## config.mk

```make
export PLATFORM = sky130hd
export DESIGN_NAME = alu_result_buffer
export DESIGN_NICKNAME = d
export VERILOG_FILES = /design/src/rtl/alu_result_buffer.sv
export SDC_FILE = /design/constraint.sdc
export NUM_CORES = 1
export LEC_CHECK = 0
export ABC_AREA = 1
export BUFFER_PORTS_ARGS = -buffer_cell sky130_fd_sc_hd__buf_2
export CAP_MARGIN = 10
export CORE_AREA = 2 2 162 164
export DETAILED_ROUTE_END_ITERATION = 7
export DIE_AREA = 0 0 164 166
export PLACE_DENSITY = 0.54
export SYNTH_ARGS = -nofsm -noshare
export SYNTH_HDL_FRONTEND = slang
export SYNTH_HIERARCHICAL = 1
export SYNTH_SLANG_ARGS = --single-unit
export TNS_END_PERCENT = 10
```

## constraint.sdc

```tcl
create_clock -name clk_i -period 4.4 [get_ports clk_i]
set_clock_uncertainty 0.15 [all_clocks]
set_input_delay 0.44 -clock clk_i [delete_from_list [all_inputs] [get_ports clk_i]]
set_output_delay 0.44 -clock clk_i [all_outputs]
set_load 0.05 [all_outputs]
```

## src/rtl/alu_result_buffer.sv

```systemverilog
// ALU result buffer: drives issued operand bundles into the combinational ALU,
// captures the result and branch outcome in the same cycle, and queues them in a
// small FIFO so that writeback back-pressure never stalls the ALU itself.

package alu_result_buffer_pkg;

    localparam int unsigned XLEN          = 64;
    localparam int unsigned TRANS_ID_BITS = 3;

    // ALU operation encoding; ADD is zero so an all-zero bundle is a quiet ALU op
    typedef enum logic [3:0] {
        ALU_ADD = 4'd0,
        ALU_SUB = 4'd1,
        ALU_EQ  = 4'd2,
        ALU_NE  = 4'd3,
        ALU_AND = 4'd4,
        ALU_OR  = 4'd5,
        ALU_XOR = 4'd6
    } fu_op_t;

    typedef struct packed {
        fu_op_t                   operation;
        logic [XLEN-1:0]          operand_a;
        logic [XLEN-1:0]          operand_b;
        logic [TRANS_ID_BITS-1:0] trans_id;
    } fu_data_t;

endpackage

// Protocol checker: an op refused by the buffer must be held stable by upstream
module alu_result_buffer_chk #(
    parameter int unsigned W = 8
) (
    input logic         clk_i,
    input logic         rst_i,
    input logic         flush_i,
    input logic         issue_valid_i,
    input logic         issue_ready_o,
    input logic [W-1:0] issue_data_i
);

    // Refused op must not change before the next edge
    a_issue_hold: assert property (@(posedge clk_i) disable iff (rst_i || flush_i)
        (issue_valid_i && !issue_ready_o) |=> $stable(issue_data_i));

endmodule

module alu_result_buffer #(
    parameter int unsigned XLEN          = 64,
    parameter int unsigned TRANS_ID_BITS = 3,
    parameter int unsigned DEPTH         = 2
) (
    input  logic                             clk_i,
    input  logic                             rst_i,
    input  logic                             flush_i,
    input  logic                             issue_valid_i,
    output logic                             issue_ready_o,
    input  alu_result_buffer_pkg::fu_data_t  issue_fu_data_i,
    output alu_result_buffer_pkg::fu_data_t  alu_fu_data_o,
    input  logic [XLEN-1:0]                  alu_result_i,
    input  logic                             alu_branch_res_i,
    output logic                             wb_valid_o,
    input  logic                             wb_ready_i,
    output logic [XLEN-1:0]                  wb_result_o,
    output logic                             wb_branch_res_o,
    output logic [TRANS_ID_BITS-1:0]         wb_trans_id_o,
    output logic [$clog2(DEPTH+1)-1:0]       count_o
);

    localparam int unsigned CNT_W = $clog2(DEPTH + 1);
    localparam int unsigned PTR_W = (DEPTH > 1) ? $clog2(DEPTH) : 1;

    logic [PTR_W-1:0]         r_wr_ptr;
    logic [PTR_W-1:0]         r_rd_ptr;
    logic [CNT_W-1:0]         r_count;
    logic [CNT_W-1:0]         w_count_nxt;
    logic                     w_push;
    logic                     w_pop;
    logic                     w_wb_valid;

    logic [XLEN-1:0]          r_res_mem [DEPTH];
    logic                     r_br_mem  [DEPTH];
    logic [TRANS_ID_BITS-1:0] r_id_mem  [DEPTH];

    // Pointer advance with explicit wrap from DEPTH-1 back to entry 0
    function automatic logic [PTR_W-1:0] ptr_inc(input logic [PTR_W-1:0] p);
        if (p == PTR_W'(DEPTH - 1)) begin
            return '0;
        end else begin
            return p + PTR_W'(1);
        end
    endfunction

    // Handshake qualification; a flush cycle suppresses both push and pop
    always_comb begin
        w_wb_valid    = (r_count != '0);
        issue_ready_o = (r_count < CNT_W'(DEPTH)) | (w_wb_valid & wb_ready_i);
        w_push        = issue_valid_i & issue_ready_o & ~flush_i;
        w_pop         = w_wb_valid & wb_ready_i & ~flush_i;
    end

    // Occupancy update: simultaneous push and pop leaves the count unchanged
    always_comb begin
        w_count_nxt = r_count;
        case ({w_push, w_pop})
            2'b10:   w_count_nxt = r_count + CNT_W'(1);
            2'b01:   w_count_nxt = r_count - CNT_W'(1);
            default: w_count_nxt = r_count;
        endcase
    end

    // Pointer and count registers; reset takes priority over flush
    always_ff @(posedge clk_i) begin
        if (rst_i) begin
            r_wr_ptr <= '0;
            r_rd_ptr <= '0;
            r_count  <= '0;
        end else if (flush_i) begin
            r_wr_ptr <= '0;
            r_rd_ptr <= '0;
            r_count  <= '0;
        end else begin
            if (w_push) begin
                r_wr_ptr <= ptr_inc(r_wr_ptr);
            end
            if (w_pop) begin
                r_rd_ptr <= ptr_inc(r_rd_ptr);
            end
            r_count <= w_count_nxt;
        end
    end

    // Entry storage captures the ALU return in the issue cycle; not reset
    always_ff @(posedge clk_i) begin
        if (w_push) begin
            r_res_mem[r_wr_ptr] <= alu_result_i;
            r_br_mem[r_wr_ptr]  <= alu_branch_res_i;
            r_id_mem[r_wr_ptr]  <= issue_fu_data_i.trans_id;
        end
    end

    // ALU sees the issued bundle only while valid, otherwise a quiet ADD of zeros
    always_comb begin
        if (issue_valid_i) begin
            alu_fu_data_o = issue_fu_data_i;
        end else begin
            alu_fu_data_o = '0;
        end
    end

    // Writeback head view; forced to zero while the FIFO is empty
    always_comb begin
        wb_valid_o = w_wb_valid;
        count_o    = r_count;
        if (w_wb_valid) begin
            wb_result_o     = r_res_mem[r_rd_ptr];
            wb_branch_res_o = r_br_mem[r_rd_ptr];
            wb_trans_id_o   = r_id_mem[r_rd_ptr];
        end else begin
            wb_result_o     = '0;
            wb_branch_res_o = 1'b0;
            wb_trans_id_o   = '0;
        end
    end

    alu_result_buffer_chk #(
        .W ($bits(alu_result_buffer_pkg::fu_data_t))
    ) u_chk (
        .clk_i         (clk_i),
        .rst_i         (rst_i),
        .flush_i       (flush_i),
        .issue_valid_i (issue_valid_i),
        .issue_ready_o (issue_ready_o),
        .issue_data_i  (issue_fu_data_i)
    );

endmodule

```

==> impl_metrics.prom, run 1 <==
# TYPE chip_impl_metric gauge
chip_impl_metric{name="final_util",unit="%"} 36.74
chip_impl_metric{name="hold_buffers",unit=""} 0
chip_impl_info{name="reg2reg_to",value="r_res_mem[1][34]"} 1
chip_impl_metric{name="reg2reg_setup_slack",unit="ns"} 2.16
chip_impl_info{name="grt_setup_unrepaired",value="no"} 1
chip_impl_metric{name="internal-power",unit="mW"} 2.468
chip_impl_metric{name="max_stage_delay",unit="ns"} 0.67
chip_impl_metric{name="fraction_of_layout_cells_with_a_size_suffix_above_1",unit="%"} 42.81
chip_impl_info{name="crit_chain",value="nor2_4 > buf_4 > a21oi_1 > buf_2"} 1
chip_impl_metric{name="worst_setup_hold_path_clk_slew",unit="ns"} 0.06
chip_impl_metric{name="routed_wire_length_per_instance",unit="µm"} 16.67
chip_impl_metric{name="slew-limit-headroom",unit="%"} 41.07
chip_impl_metric{name="synth.net_count",unit=""} 889
chip_impl_metric{name="synthToLayoutAreaGrowth",unit="%"} 45.33
chip_impl_metric{name="die_area",unit="µm²"} 27220
chip_impl_metric{name="fin_max_slew_vios",unit=""} 0
chip_impl_metric{name="grt_max_degree",unit=""} 96
chip_impl_info{name="cts_root_buf",value="sky130_fd_sc_hd__clkbuf_16"} 1
chip_impl_metric{name="hold_viol_final",unit=""} 0
chip_impl_metric{name="timing.hold.ws",unit="ns"} 0.05497
chip_impl_metric{name="ant_nets",unit=""} 0
chip_impl_info{name="timing.hold.worst.start",value="alu_result_i[60]"} 1
chip_impl_metric{name="vdd_drop_max",unit="V"} 0.0002548
chip_impl_metric{name="io-pin-count",unit=""} 412
chip_impl_metric{name="final_period_minus_worst_setup_slack",unit="ns"} 2.828
chip_impl_info{name="cpLargestDelayFamily",value="simple AND/OR/NAND/NOR gates"} 1
chip_impl_metric{name="fp.coreArea",unit="µm²"} 25620
chip_impl_metric{name="htreeDepth",unit=""} 4
chip_impl_metric{name="yosys_register_bits",unit=""} 141
chip_impl_metric{name="detail_route.first_pass.iterations",unit=""} 6
chip_impl_metric{name="cap_violations",unit=""} 0
chip_impl_info{name="crit_type",value="reg -> out"} 1
chip_impl_info{name="most_used_standard_cell_by_instance_count_after_synthesis",value="sky130_fd_sc_hd__nand2_1"} 1
chip_impl_metric{name="num-nets-final",unit=""} 1291
chip_impl_metric{name="drc",unit=""} 0
chip_impl_info{name="startpoint_type",value="flip-flop"} 1
chip_impl_metric{name="cp_depth",unit=""} 4
chip_impl_metric{name="highest_fanout_seen_on_the_critical_path",unit=""} 31
chip_impl_metric{name="critical_path_arrival",unit="ns"} 2.24
chip_impl_metric{name="seq_power_share",unit="%"} 43.0
chip_impl_metric{name="cts_resized",unit=""} 0
chip_impl_info{name="yosys-top-cells-area",value="sky130_fd_sc_hd__edfxtp_1 (63%), sky130_fd_sc_hd__nand2_1 (16%), sky130_fd_sc_hd__inv_1 (8.2%)"} 1
chip_impl_metric{name="grt_pass1_wl",unit="mm"} 34.69
chip_impl_metric{name="vias",unit=""} 5972
chip_impl_metric{name="p_leak",unit="nW"} 5.278
chip_impl_metric{name="total_routing_usage_reported_by_global_routing",unit="%"} 17.29
chip_impl_metric{name="chipHeight",unit="µm"} 166
chip_impl_metric{name="cts_buffer_depth",unit=""} 2
chip_impl_metric{name="cts_made_buffers",unit=""} 17
chip_impl_metric{name="setup_bufs_post_cts",unit=""} 0
chip_impl_info{name="run_status",value="complete, no violations"} 1
chip_impl_info{name="hold_class",value="in -> reg"} 1
chip_impl_info{name="worstReg2RegStart",value="count_o[1]"} 1
chip_impl_metric{name="clkPwrFrac",unit="%"} 38.8
chip_impl_metric{name="initial_antenna_violation_count",unit=""} 9
chip_impl_metric{name="dp_worst_setup_slack",unit="ns"} 1.723
chip_impl_info{name="critical_path.endpoint_type",value="output pin"} 1
chip_impl_metric{name="postLayoutSetupSlackWorst",unit="ns"} 1.572
chip_impl_metric{name="critical_path_buf_inv_count",unit=""} 2
chip_impl_metric{name="rr_worst_depth",unit=""} 5
chip_impl_metric{name="max_freq",unit="MHz"} 353.6
chip_impl_metric{name="post_synth.cell_area_avg",unit="µm²"} 9.480
chip_impl_metric{name="grt_pass1_vias",unit=""} 5832
chip_impl_metric{name="drt_iter0_drc",unit=""} 302
chip_impl_metric{name="grt.overflow.total",unit=""} 0
chip_impl_metric{name="synth_top_area_share",unit="%"} 63.07
chip_impl_metric{name="post_synth_edffs",unit=""} 136
chip_impl_info{name="synth_flop_cell",value="sky130_fd_sc_hd__edfxtp_1"} 1
chip_impl_metric{name="finalWeightedCongestion",unit=""} 0.9514
chip_impl_metric{name="setup_viol_count_final",unit=""} 0
chip_impl_metric{name="synthesis.area",unit="µm²"} 6475
chip_impl_info{name="netlist_top_cells_count",value="sky130_fd_sc_hd__nand2_1 (275), sky130_fd_sc_hd__inv_1 (141), sky130_fd_sc_hd__edfxtp_1 (136), sky130_fd_sc_hd__a21oi_1 (63), sky130_fd_sc_hd__buf_2 (24)"} 1
chip_impl_metric{name="postRouteWirelength",unit="mm"} 24.02
chip_impl_metric{name="placement.io_buffers",unit=""} 411
chip_impl_metric{name="clock_sink_count",unit=""} 141
chip_impl_metric{name="rows",unit=""} 59
chip_impl_info{name="holdPathEnd",value="r_res_mem[0][60]"} 1
chip_impl_metric{name="yosys_warnings",unit=""} 6
chip_impl_metric{name="switching_power",unit="mW"} 1.069
chip_impl_metric{name="synth-seq-area-share",unit="%"} 64.62
chip_impl_metric{name="power_density",unit="nW/µm²"} 375.9
chip_impl_metric{name="fin_area",unit="µm²"} 9410
chip_impl_metric{name="ratio_of_routed_vias_to_standard_cells",unit=""} 4.144
chip_impl_metric{name="synthArstFlopShare",unit="%"} 0
chip_impl_metric{name="dpl.hpwl",unit="mm"} 18.11
chip_impl_metric{name="floorplan.initialDensity",unit="%"} 25.28
chip_impl_metric{name="netlist_instances",unit=""} 683
chip_impl_info{name="tritoncts",value="yes"} 1
chip_impl_info{name="critical_path.slowest_cell",value="sky130_fd_sc_hd__nor2_4"} 1
chip_impl_metric{name="postPlaceCellArea",unit="µm²"} 8811
chip_impl_metric{name="critPathRequiredTime",unit="ns"} 3.81
chip_impl_metric{name="fin_setup_tns",unit="ns"} 0
chip_impl_metric{name="fin_crit_sh",unit="%"} 64.27
chip_impl_metric{name="fp.dieW",unit="µm"} 164
chip_impl_metric{name="timing.hold.worst_path_depth",unit=""} 1
chip_impl_info{name="yosysTopAreaCell",value="sky130_fd_sc_hd__edfxtp_1"} 1
chip_impl_metric{name="latest_clock_arrival_within_the_worst_skew_pair",unit="ns"} 0.41
chip_impl_metric{name="share_comb_of_total_power",unit="%"} 18.2
chip_impl_metric{name="yosys.cell_types.count",unit=""} 20
chip_impl_metric{name="sw_frac_of_total",unit="%"} 30.23
chip_impl_metric{name="tightest_slew",unit="ns"} 0.8840
-- placed cells by master, fill, tap and decap left out, types with 2 or more instances in the layout --
master / instances
sky130_fd_sc_hd__a21oi_1: 63
sky130_fd_sc_hd__a21oi_2: 9
sky130_fd_sc_hd__buf_2: 410
sky130_fd_sc_hd__buf_4: 9
sky130_fd_sc_hd__clkbuf_16: 17
sky130_fd_sc_hd__clkinv_4: 7
sky130_fd_sc_hd__dfxtp_1: 4
sky130_fd_sc_hd__diode_2: 8
sky130_fd_sc_hd__edfxtp_1: 136
sky130_fd_sc_hd__inv_1: 140
sky130_fd_sc_hd__inv_2: 2
sky130_fd_sc_hd__inv_6: 5
sky130_fd_sc_hd__nand2_1: 275
sky130_fd_sc_hd__nor2_1: 5
sky130_fd_sc_hd__nor2_4: 2
sky130_fd_sc_hd__o21ai_0: 2
-- sequential cells by signal, indices dropped and copies added (netlist names), named ones only --
| signal | count |
|---|---|
| r_res_mem | 128 |
| r_rd_ptr | 1 |
| count_o | 2 |
| r_wr_ptr | 1 |
| r_br_mem | 2 |
| r_id_mem | 6 |
-- worst max-delay path by stage --
stage                   from                 end  slack [ns]
5_1_grt           count_o[1]     wb_result_o[41]        1.39
3_3_place_gp   issue_valid_i  alu_fu_data_o[119]        1.72
6_report          count_o[1]     wb_result_o[50]        1.57
2_1_floorplan     count_o[1]         r_br_mem[0]        0.72
4_1_cts           count_o[1]     wb_result_o[14]        1.45
3_5_place_dp   issue_valid_i   alu_fu_data_o[19]        1.72
-- worst register-to-register path: stages (launching register included) --
cell                      delay, ns
sky130_fd_sc_hd__dfxtp_1       0.49
sky130_fd_sc_hd__o21ai_2       0.15
sky130_fd_sc_hd__nand2_2       0.12
sky130_fd_sc_hd__nand3_2       0.09
sky130_fd_sc_hd__inv_2         0.42
sky130_fd_sc_hd__buf_4         0.46
-- metrics by stage --
stage	power [mW]	cells
CTS	3.590	1433
global route	3.681	1439
floorplan	1.977	683
finish	3.538	1441
global placement	2.194	1401
detailed placement	2.194	1401
-- power groups by stage --
stage	Clock [mW]	Combinational (mW)	Sequential (mW)
floorplan	0	0.425	1.55
global placement	0	0.645	1.55
detailed placement	0	0.644	1.55
CTS	1.42	0.648	1.52
global route	1.47	0.686	1.52
finish	1.37	0.642	1.52
-- metal layers --
layer | global-route usage, % | vias to the layer above | routed length, µm
met4 | 8.696 | 6 | 812
met3 | 5.919 | 42 | 2055
met5 | 0 | - | 32
met2 | 28.43 | 271 | 11840
met1 | 19.93 | 2725 | 9275
li1 | - | 2928 | -
-- layout make-up --
type / count / area (µm²)
clock inverter: 15 / 153.9
multi-input combinational: 363 / 1534
antenna: 8 / 20.02
tap: 335 / 419.2
inverter: 142 / 533.0
sequential: 141 / 4185
fill: 2667 / 16210
timing repair buffer: 420 / 2140
clock buffer: 17 / 425.4
-- cells by family after synthesis --
family | Yosys count | share of synthesized area (%)
AO/OA/AOI/OAI | 76 | 6.474
adder cells (fa/ha/maj) | 1 | 0.1932
buffers and inverters | 179 | 11.88
flip-flops | 141 | 64.62
AND/OR/NAND/NOR | 286 | 16.83
No activity file was read; power rests on OpenSTA's default activity.
==> run 2, diff against run 1 <==
- ABC_AREA: 1 -> 0
- CORE_AREA: 2 2 162 164 -> 2 2 161 163
- DIE_AREA: 0 0 164 166 -> 0 0 163 165
- PLACE_DENSITY: 0.54 -> 0.53
- clock period: 4.4 -> 2.32 ns (I/O delays scaled with it)
==> run 2 against run 1 <==
Compared with the run above:
- first-iteration DRC count down 20%
- sequential power is 90% higher
- critical endpoint is now wb_result_o[15]
- setup slack worse by 1.4 ns
==> impl_metrics.prom, run 2 <==
# TYPE chip_impl_metric gauge
chip_impl_info{name="reg2reg_to",value="count_o[1]"} 1
chip_impl_info{name="cts_root_buf",value="sky130_fd_sc_hd__clkbuf_16"} 1
chip_impl_metric{name="setup_viol_count_final",unit=""} 0
chip_impl_info{name="synth_flop_cell",value="sky130_fd_sc_hd__edfxtp_1"} 1
chip_impl_metric{name="ant_nets",unit=""} 0
chip_impl_metric{name="final_util",unit="%"} 40.14
chip_impl_metric{name="highest_fanout_seen_on_the_critical_path",unit=""} 20
chip_impl_metric{name="critical_path_arrival",unit="ns"} 1.75
chip_impl_metric{name="cts_buffer_depth",unit=""} 2
chip_impl_metric{name="io-pin-count",unit=""} 412
chip_impl_metric{name="ratio_of_routed_vias_to_standard_cells",unit=""} 4.135
chip_impl_metric{name="placed_cells",unit=""} 1190
chip_impl_metric{name="fraction_of_layout_cells_with_a_size_suffix_above_1",unit="%"} 48.18
chip_impl_metric{name="synth_mux_area_share",unit="%"} 10.88
chip_impl_info{name="worstReg2RegStart",value="count_o[0]"} 1
chip_impl_info{name="regMostFlops",value="r_res_mem"} 1
chip_impl_info{name="tritoncts",value="yes"} 1
chip_impl_info{name="critical_path.endpoint_type",value="output pin"} 1
chip_impl_metric{name="reg2reg_setup_slack",unit="ns"} 0.44
chip_impl_metric{name="critPathRequiredTime",unit="ns"} 1.94
chip_impl_info{name="holdPathEnd",value="count_o[0]"} 1
chip_impl_metric{name="chipHeight",unit="µm"} 165
chip_impl_metric{name="final_period_minus_worst_setup_slack",unit="ns"} 2.128
chip_impl_metric{name="layout_cells_excl_fill",unit=""} 1300
chip_impl_metric{name="max_reg_flops",unit=""} 128
chip_impl_metric{name="synthesis.area",unit="µm²"} 6257
chip_impl_metric{name="rows",unit=""} 58
chip_impl_info{name="startpoint_type",value="flip-flop"} 1
chip_impl_metric{name="detail_route.first_pass.iterations",unit=""} 6
chip_impl_info{name="hold_class",value="in -> reg"} 1
chip_impl_metric{name="rr_worst_depth",unit=""} 5
chip_impl_metric{name="fin_setup_tns",unit="ns"} 0
chip_impl_info{name="crit_type",value="reg -> out"} 1
chip_impl_metric{name="num-nets-final",unit=""} 1154
chip_impl_metric{name="synth-simple-area-share",unit="%"} 18.50
chip_impl_info{name="most_used_standard_cell_by_instance_count_after_synthesis",value="sky130_fd_sc_hd__edfxtp_1"} 1
chip_impl_metric{name="groute.layer.met1.usage",unit="%"} 18.08
chip_impl_metric{name="slew-limit-headroom",unit="%"} 74.45
chip_impl_metric{name="synth-seq-area-share",unit="%"} 66.87
chip_impl_metric{name="setup_bufs_post_cts",unit=""} 0
chip_impl_metric{name="initial_antenna_violation_count",unit=""} 9
chip_impl_metric{name="cts_resized",unit=""} 0
chip_impl_metric{name="synth-adder-area-share",unit="%"} 0.2000
chip_impl_metric{name="synthToLayoutAreaGrowth",unit="%"} 60.63
chip_impl_metric{name="cap_violations",unit=""} 0
chip_impl_metric{name="dpl.hpwl",unit="mm"} 17.95
chip_impl_metric{name="postPlaceCellArea",unit="µm²"} 8786
chip_impl_metric{name="grtUsageMet3",unit="%"} 9.116
chip_impl_metric{name="yosys.cell_types.count",unit=""} 21
chip_impl_metric{name="yosys_register_bits",unit=""} 141
chip_impl_info{name="run_status",value="complete, no violations"} 1
chip_impl_metric{name="postRouteWirelength",unit="mm"} 23.41
chip_impl_info{name="yosysTopAreaCell",value="sky130_fd_sc_hd__edfxtp_1"} 1
chip_impl_metric{name="grt_use_met2",unit="%"} 26.95
chip_impl_metric{name="grt_max_degree",unit=""} 87
chip_impl_metric{name="netlist_instances",unit=""} 465
chip_impl_metric{name="hold_viol_final",unit=""} 0
chip_impl_info{name="synth_top_family_by_area",value="simple AND/OR/NAND/NOR gates"} 1
chip_impl_metric{name="fin_max_slew_vios",unit=""} 0
chip_impl_metric{name="fp.dieW",unit="µm"} 163
chip_impl_info{name="biggestRegsByFlops",value="r_res_mem x128, r_id_mem x6"} 1
chip_impl_metric{name="post_synth_edffs",unit=""} 136
chip_impl_metric{name="routed_wire_length_per_instance",unit="µm"} 18.01
chip_impl_metric{name="die_area",unit="µm²"} 26900
chip_impl_metric{name="post_synth.cell_area_avg",unit="µm²"} 13.46
chip_impl_metric{name="total_routing_usage_reported_by_global_routing",unit="%"} 16.56
chip_impl_metric{name="floorplan.initialDensity",unit="%"} 24.99
chip_impl_metric{name="latest_clock_arrival_within_the_worst_skew_pair",unit="ns"} 0.41
chip_impl_metric{name="synthArstFlopShare",unit="%"} 0
chip_impl_metric{name="cts_made_buffers",unit=""} 17
chip_impl_info{name="yosys-top-cells-area",value="sky130_fd_sc_hd__edfxtp_1 (65%), sky130_fd_sc_hd__and2_1 (13%), sky130_fd_sc_hd__mux2i_1 (11%)"} 1
chip_impl_info{name="final_cell_mix",value="sky130_fd_sc_hd__buf_2 (410), sky130_fd_sc_hd__edfxtp_1 (136), sky130_fd_sc_hd__and2_1 (135), sky130_fd_sc_hd__nor2_1 (72), sky130_fd_sc_hd__dlygate4sd3_1 (69)"} 1
chip_impl_metric{name="synthXorXnorAreaFrac",unit="%"} 0.4199
chip_impl_metric{name="p_leak",unit="nW"} 4.420
chip_impl_metric{name="drc",unit=""} 0
chip_impl_metric{name="yosys_warnings",unit=""} 6
chip_impl_info{name="grt_setup_unrepaired",value="no"} 1
chip_impl_metric{name="grt.overflow.total",unit=""} 0
chip_impl_metric{name="max_freq",unit="MHz"} 469.9
chip_impl_metric{name="vias",unit=""} 5375
chip_impl_metric{name="synth_compound_area_share",unit="%"} 0.4399
chip_impl_metric{name="vdd_drop_max",unit="V"} 0.0004229
chip_impl_metric{name="drt_iter0_drc",unit=""} 242
chip_impl_info{name="mostFrequentLayoutCell",value="sky130_fd_sc_hd__buf_2"} 1
chip_impl_metric{name="fin_area",unit="µm²"} 10050
chip_impl_info{name="netlist_top_cells_count",value="sky130_fd_sc_hd__edfxtp_1 (136), sky130_fd_sc_hd__and2_1 (135), sky130_fd_sc_hd__nor2_1 (75), sky130_fd_sc_hd__mux2i_1 (68), sky130_fd_sc_hd__clkbuf_1 (16)"} 1
chip_impl_info{name="timing.hold.worst.start",value="flush_i"} 1
chip_impl_metric{name="fin_crit_sh",unit="%"} 91.72
chip_impl_metric{name="tightest_slew",unit="ns"} 0.3833
chip_impl_metric{name="fp.coreArea",unit="µm²"} 25040
chip_impl_metric{name="power_density",unit="nW/µm²"} 667.0
chip_impl_metric{name="placement.io_buffers",unit=""} 411
chip_impl_metric{name="htreeDepth",unit=""} 4
chip_impl_metric{name="synth.net_count",unit=""} 671
chip_impl_info{name="top_usage_layer",value="met2"} 1
chip_impl_metric{name="clock_sink_count",unit=""} 141
chip_impl_metric{name="timing.hold.worst_path_depth",unit=""} 3
chip_impl_metric{name="grt_pass1_wl",unit="mm"} 32.80
chip_impl_metric{name="worst_setup_hold_path_clk_slew",unit="ns"} 0.07
chip_impl_metric{name="grt_pass1_vias",unit=""} 5597
chip_impl_metric{name="finalWeightedCongestion",unit=""} 0.9059
chip_impl_metric{name="hold_buffers",unit=""} 69
chip_impl_metric{name="synth_top_area_share",unit="%"} 65.27
run 2: kinds of logic (layout without fill, tap and decap cells):
group | after synthesis | after routing
DFF | 141 | 141
AOI/OAI and AO/OA | 5 | 5
and+or+nand+nor | 215 | 215
adders and majority gates | 1 | 1
muxes | 68 | 68
buffers and inverters | 32 | 528
xor gates and xnor gates | 3 | 3
other | 0 | 9
run 2: layout make-up:
type / count / area [µm²]
timing repair buffer: 494 / 2930
tap: 330 / 412.9
sequential: 141 / 4192
fill: 2523 / 14990
clock buffer: 17 / 425.4
antenna: 9 / 22.52
multi-input combinational: 292 / 1934
clock inverter: 15 / 126.4
inverter: 2 / 7.507
run 2: critical path: stages, from the launching register on:
cell and delay (ns):
sky130_fd_sc_hd__dfxtp_4 0.59, sky130_fd_sc_hd__buf_4 0.24, sky130_fd_sc_hd__mux2i_1 0.22, sky130_fd_sc_hd__nor2_1 0.05, sky130_fd_sc_hd__buf_2 0.22
run 2: worst max path at each step:
stage	slack, ns	cells after the start	from	endpoint
after global placement	0.57	5	count_o[0]	count_o[1]
after floorplan	-0.14	3	count_o[1]	r_br_mem[1]
after CTS	0.15	4	flip-flop	wb_result_o[2]
after detailed placement	0.51	5	count_o[0]	count_o[1]
final	0.19	4	flip-flop	wb_result_o[15]
after global routing	0.08	4	flip-flop	wb_result_o[35]
run 2: stage by stage:
stage	hold WS [ns]	worst slack (ns)	power, mW
detailed placement	0.2735	0.5085	4.160
finish	0.04548	0.1921	6.704
floorplan	0.1809	-0.1413	3.737
CTS	0.02196	0.1527	6.786
global route	0.03124	0.07531	6.983
global placement	0.2706	0.5671	4.155
run 2: power by group:
| part | switching [mW] | internal, mW |
|---|---|---|
| clock network | 1.11 | 1.40 |
| logic | 0.892 | 0.417 |
| registers | 0.0198 | 2.87 |
| total | 2.02 | 4.69 |
run 2: per-layer routing:
metal	routed length [µm]	share of wire, %	vias up
li1	-	-	2583
met1	9086	39	2542
met2	11410	49	234
met3	2671	11	16
met4	243	1.0	0
met5	0	0	-
